--- config.mk ---
export PLATFORM = sky130hd
export DESIGN_NAME = regfile_dump_ctrl
export DESIGN_NICKNAME = d
export VERILOG_FILES = /design/src/rtl/regfile_dump_ctrl.sv
export SDC_FILE = /design/constraint.sdc
export NUM_CORES = 1
export LEC_CHECK = 0
export BUFFER_PORTS_ARGS = -buffer_cell sky130_fd_sc_hd__buf_4
export CORE_MARGIN = 2
export CORE_UTILIZATION = 40
export CTS_BUF_LIST = sky130_fd_sc_hd__clkbuf_4
export DETAILED_ROUTE_END_ITERATION = 10
export PLACE_DENSITY = 0.66
export SLEW_MARGIN = 30
export SYNTH_ARGS = -nofsm -noshare
export SYNTH_HDL_FRONTEND = slang
export SYNTH_SLANG_ARGS = --single-unit
--- constraint.sdc ---
create_clock -name i_clk -period 1.65 [get_ports i_clk]
set_input_delay 0 -clock i_clk [delete_from_list [all_inputs] [get_ports i_clk]]
set_output_delay 0 -clock i_clk [all_outputs]
set_load 0.02 [all_outputs]
--- src/rtl/regfile_dump_ctrl.sv ---
// regfile_dump_ctrl: streams every register of a halted pipeline out as LSB-first bytes to a UART transmitter
module regfile_dump_ctrl #(
    parameter int LEN     = 32,
    parameter int NB_REG  = 32,
    parameter int NB_ADDR = 5
) (
    input  logic               i_clk,
    input  logic               i_rst,
    input  logic               i_start,
    input  logic               i_halted,
    output logic [NB_ADDR-1:0] o_rf_addr,
    input  logic [LEN-1:0]     i_rf_data,
    output logic [7:0]         o_tx_data,
    output logic               o_tx_valid,
    input  logic               i_tx_ready,
    output logic               o_busy,
    output logic               o_done
);
    localparam int NBYTE = LEN / 8;
    localparam int BW    = (NBYTE > 1) ? $clog2(NBYTE) : 1;

    typedef enum logic [1:0] {IDLE, LOAD, SEND, DONE} state_t;

    state_t             state_q, state_d;
    logic [NB_ADDR-1:0] word_q, word_d;
    logic [BW-1:0]      byte_q, byte_d;
    logic [LEN-1:0]     shift_q, shift_d;

    // Next-state: load a word, shift it out a byte per handshake, advance until the last register is sent
    always_comb begin
        state_d = state_q;
        word_d  = word_q;
        byte_d  = byte_q;
        shift_d = shift_q;
        case (state_q)
            IDLE: if (i_start && i_halted) begin
                state_d = LOAD;
                word_d  = '0;
            end
            LOAD: begin
                shift_d = i_rf_data;
                byte_d  = '0;
                state_d = SEND;
            end
            SEND: if (i_tx_ready) begin
                shift_d = shift_q >> 8;
                byte_d  = byte_q + 1'b1;
                if (byte_q == BW'(NBYTE - 1)) begin
                    if (word_q == NB_ADDR'(NB_REG - 1)) begin
                        state_d = DONE;
                    end else begin
                        word_d  = word_q + 1'b1;
                        state_d = LOAD;
                    end
                end
            end
            DONE: begin
                word_d  = '0;
                state_d = IDLE;
            end
            default: state_d = IDLE;
        endcase
    end

    // State register with synchronous active-low reset that aborts any dump in progress
    always_ff @(posedge i_clk) begin
        if (!i_rst) begin
            state_q <= IDLE;
            word_q  <= '0;
            byte_q  <= '0;
            shift_q <= '0;
        end else begin
            state_q <= state_d;
            word_q  <= word_d;
            byte_q  <= byte_d;
            shift_q <= shift_d;
        end
    end

    assign o_rf_addr  = word_q;
    assign o_tx_data  = shift_q[7:0];
    assign o_tx_valid = (state_q == SEND);
    assign o_busy     = (state_q != IDLE);
    assign o_done     = (state_q == DONE);
endmodule

## Word level (Yosys, flattened, before mapping)

Index checks and enable logic that the tools add are counted.

- Bits in registers: 41
- Input bits: 37

- Multiplexer cells: 14
- Reduce and logical (&&, ||, !) cells: 8
- Add/subtract/negate cells: 2
- Equality and inequality tests: 9

Operators with widths:

| kind | number |
|---|---|
| one-hot mux 32 bit (2 select lines) | 1 |
| 2-to-1 mux 32 bit | 1 |
| 2-to-1 mux 5 bit | 4 |
| one-hot mux 5 bit (3 select lines) | 1 |
| 2-to-1 mux 2 bit | 5 |
| one-hot mux 2 bit (4 select lines) | 1 |
| == test 2 bit (second input constant) | 3 |
| adder 5 x 1 -> 5 bit (second input constant) | 1 |
| == test 5 bit (second input constant) | 1 |
| AND reduction 5 bit | 1 |
| != test 2 x 1 -> 1 bit (second input constant) | 2 |
| != test 2 bit (second input constant) | 2 |
| one-hot mux 2 bit (2 select lines) | 1 |
| nonzero test 2 bit | 2 |
| AND reduction 3 bit | 1 |
| nonzero test 3 bit | 1 |
| adder 2 x 1 -> 2 bit (second input constant) | 1 |
| == test 2 x 1 -> 1 bit (second input constant) | 1 |
| zero test 2 bit | 1 |
| AND reduction 2 bit | 1 |
| logical AND 1 bit | 1 |

## Logic depth before layout (Yosys ltp)

- Depth in word-level cells: 5
- Mapped depth: 7
- Depth with buffers taken out: 6

## Least setup slack after synthesis

Ideal clock, no wire load.

- Path type: register to register
- From: register word_q[0] (netlist: o_rf_addr[0])
- To: register word_q[3] (netlist: o_rf_addr[3])
- Data arrival time: 1.813 ns
- Slack: -0.238 ns
- Period minus slack after synthesis: 1.888 ns
- Required time: 1.576 ns
- Cell stages (with the launch flop): 7
- Path through: dfxtp_1 -> ha_1 -> and3_1 -> ha_1 -> nand3b_1 -> or4_1 -> a31oi_1

- Cells in the longest elaborated chain, start to end: 5
- Elaborated cells between the ends (all ways): 8

RTL lines:

| what | line | source |
|---|---|---|
| start, declared | 25 | `logic [NB_ADDR-1:0] word_q, word_d;` |
| start signal, assigned | 74 | `word_q <= word_d;` |
| adder 5 x 1 -> 5 bit | 52 | `word_d = word_q + 1'b1;` |
| 2-to-1 mux 5 bit | 49 | `if (word_q == NB_ADDR'(NB_REG - 1)) begin` |
| 2-to-1 mux 5 bit | 48 | `if (byte_q == BW'(NBYTE - 1)) begin` |
| 2-to-1 mux 5 bit | 45 | `SEND: if (i_tx_ready) begin` |
| one-hot mux 5 bit (3 select lines) | 35 | `case (state_q)` |

Several ways; a longest one is shown, not always the timed one. The select of a mux whose other input is x is not followed.
A chain may end at the register's enable or synchronous reset.

## Worst setup path in the final report

Ends and elaborated chain as after synthesis.

==> results.tsv <==
metric	value	unit
Slew @ Worst Pin	0.660	ns
clk sinks	41	
Tcrit/Tclk final	1.05	
final wirelength	5.34	mm
DR vias	2101	
slowest stage delay, CP	0.49	ns
Ant. Diodes	0	
synthesized area per cell	8.16	sq um
Pint	1.44	mW
post-route insts no fill	396	
kind of critical path	reg -> reg	
DR pass1 iterations	4	
GPL Wtd Cong	0.742	
Distinct cells, synth	32	
WHS	0.123	ns
worst path cell trace	ha_4 > and3_4 > ha_4 > nand3b_1 > or4_1 > a31oi_1	
clock power share	0.249	
Sw Ratio	0.285	
status	complete, but fails checks	
clk buf depth	2	
largest cells by area after synthesis	dfxtp_1 41%, a311oi_1 11%, nand2_1 9.4%, nor3_1 6.0%, buf_2 3.8%	
first-pass GRT wire length	8.65	mm
Clock Pin Slew Worst Setup and Hold Paths	0.12	ns
Max transition margin	0.559	
Critical path origin	o_rf_addr[0]	
Leak Pwr	1.18	nW
CTS root buffer	clkbuf_4	
Max-Cap Viols	0	
worst path required time	1.94	ns
Die Footprint	0.00556	sq mm
CTS buffer count	5	
global route hottest layer	met2	
slowest stage cell, crit path	or4_1	
H-tree depth	2	
final setup fails	5	
post-layout min period	1.73	ns
layout cells sized above 1	0.280	
final instance area	0.00295	sq mm
CTS tree	built	
Reg power frac	0.534	
drt initial violations	109	
initial core utilization	0.419	
Antenna Nets Post-Route	0	
Pwr Total	2.02	mW
unrepaired setup endpoints after global routing	true	
Final WS setup	-0.0850	ns
Post-Place Cells	349	
core footprint	0.00475	sq mm
placed instance area	0.00248	sq mm
cell row count	25	
failing checks	setup timing	
Layout Nets	368	
top-area cell type share of the netlist area	0.412	
Wirelength per Cell	13.5	microns
clk_skew	0.00888	ns
Syn Inst Count	244	
Worst Hold Launch	i_halted	
VDD IR max	0.000457	V
Hold Violations, Final	0	
Critical path buffers and inverters	0	
Worst Hold Class	in -> reg	
Filler cells	451	
Synth Register Bits	41	
worst-path fanout max	4	
most area-hungry cell type in the Yosys netlist	dfxtp_1	
Port Buffer Count	52	
family with the most delay on the worst path	simple AND/OR/NAND/NOR gates	
final core occ	0.621	
Worst R2R Start	o_rf_addr[0]	
Net Sw Power	0.575	mW
post-synthesis sequential area ratio	0.412	
most used cell, CP	ha_4	
Net Count, Synth	284	
met2 usage	0.343	
gr ovfl total	0	
post-synth design cell area	0.00199	sq mm
DRC errors left	0	
clock latency at the later pin of the worst-skew pair	0.36	ns
Detailed Place HPWL	3.31	mm
DIE HEIGHT	74.5	microns
largest net degree at the start of global routing	29	
Via density	5.31	
YS warnings	0	
CP arrival	2.02	ns
Pins Over Slew Limit	0	
Area growth syn-to-layout	48.3	%
Comb pwr share	0.217	
width of the chip	74.5	microns
startpoint types	flop	
Max Fclk	576	MHz
initial antenna violation count	0	
met1 GRT Util	0.256	
CP endpoint kind	flop	
vias in the first global route	1949	
M3 GR Usage	0.0474	
Total GRT Usage	0.200	
ports placed on the boundary	53	
PwrDens	684	mW/mm^2
[area by class of cell]
cell class | instances | area, sq um | share of cell area
multi-input combinational | 167 | 1020 | 0.345
timing repair buffer | 109 | 953 | 0.323
sequential | 41 | 826 | 0.280
tap | 67 | 83.8 | 0.0284
clock buffer | 5 | 37.5 | 0.0127
clock inverter | 3 | 17.5 | 0.00593
inverter | 4 | 15.0 | 0.00509
[path summary, 6_finish.rpt]
check	end	slack, ns	cells after the start
setup / recovery	o_rf_addr[3]	-0.08	6
hold / removal	o_rf_addr[3]	0.12	4
setup reg to reg	o_rf_addr[3]	-0.08	6
hold reg to reg	shift_q[4]	0.49	2
[power by group through the flow]
| stage | clock network (mW) | logic [mW] | registers (mW) |
|---|---|---|---|
| 4_1_cts | 0.520 | 0.431 | 1.08 |
| 3_5_place_dp | 0 | 0.360 | 1.10 |
| 5_1_grt | 0.564 | 0.481 | 1.09 |
| 3_3_place_gp | 0 | 0.359 | 1.10 |
| 6_report | 0.503 | 0.438 | 1.08 |
| 2_1_floorplan | 0 | 0.236 | 1.09 |
[cell usage after synthesis]
| master | number |
|---|---|
| a211oi_1 | 2 |
| a21o_1 | 2 |
| a21oi_1 | 11 |
| a22oi_1 | 1 |
| a311oi_1 | 24 |
| a31oi_1 | 2 |
| and2_1 | 1 |
| and3_1 | 1 |
| and3b_1 | 1 |
| buf_2 | 15 |
| buf_4 | 8 |
| buf_6 | 2 |
| clkbuf_1 | 7 |
| dfxtp_1 | 41 |
| ha_1 | 3 |
| inv_1 | 3 |
| inv_2 | 1 |
| nand2_1 | 50 |
| nand2b_1 | 4 |
| nand2b_4 | 1 |
| nand3_1 | 10 |
| nand3b_1 | 3 |
| nor2_1 | 9 |
| nor2b_1 | 1 |
| nor3_1 | 24 |
| o211ai_1 | 2 |
| o21ai_2 | 1 |
| o21ba_2 | 1 |
| o221ai_1 | 8 |
| o22ai_1 | 2 |
| or2_2 | 1 |
| or4_1 | 2 |
[metal layers]
| metal | up-vias | share of wire |
|---|---|---|
| li1 | 1056 | - |
| met1 | 978 | 0.45 |
| met2 | 61 | 0.49 |
| met3 | 6 | 0.047 |
| met4 | 0 | 0.0099 |
| met5 | - | 0 |
[cell families after synthesis]
family,after synthesis,synth area share
flip-flops,41,0.412
buffers and inverters,36,0.0999
AND/OR/NAND/NOR,108,0.252
adder cells (fa/ha/maj),3,0.0189
AO/OA/AOI/OAI,56,0.217
[registers in the layout, indices dropped and copies added, names as in the netlist]
register	flops
byte_q	2
state_q	2
o_rf_addr	5
shift_q	32
[worst min-delay path, cell delays in order]
cell,delay [ns]
buf_4,0.08
nand3b_1,0.15
nand3_1,0.13
a31oi_1,0.07
[through the flow]
stage / worst slack, ns / setup TNS [ns]
floorplan: -0.159 / -0.251
global route: -0.164 / -0.579
detailed placement: -0.0783 / -0.248
global placement: -0.0462 / -0.0693
CTS: -0.0890 / -0.165
finish: -0.0850 / -0.194
[what timing repair did]
action | CTS | global route
hold endpoints to repair | 35 | 0
hold buffers | 36 | 0
pin swaps | 6 | 1
gates cloned | 0 | 0
setup buffers | 2 | 2
resized for setup | 6 | 1
endpoints found under the setup margin | 6 | 6
[cell usage in the layout (no fill, tap or decap), drive strengths merged, types with 2 or more instances in the layout]
master / Yosys / routed
dlygate4sd3: 0 / 36
o221ai: 8 / 8
a21oi: 11 / 11
nand2b: 5 / 5
inv: 4 / 4
clkbuf: 7 / 5
nand3b: 3 / 3
or4: 2 / 2
buf: 25 / 73
o22ai: 2 / 2
dfxtp: 41 / 41
ha: 3 / 3
nor3: 24 / 24
a211oi: 2 / 2
a31oi: 2 / 2
nand2: 50 / 50
nor2: 9 / 9
nand3: 10 / 10
a311oi: 24 / 24
o211ai: 2 / 2
a21o: 2 / 2
clkinv: 0 / 3
Note: power is estimated with default switching activity, not from simulation.
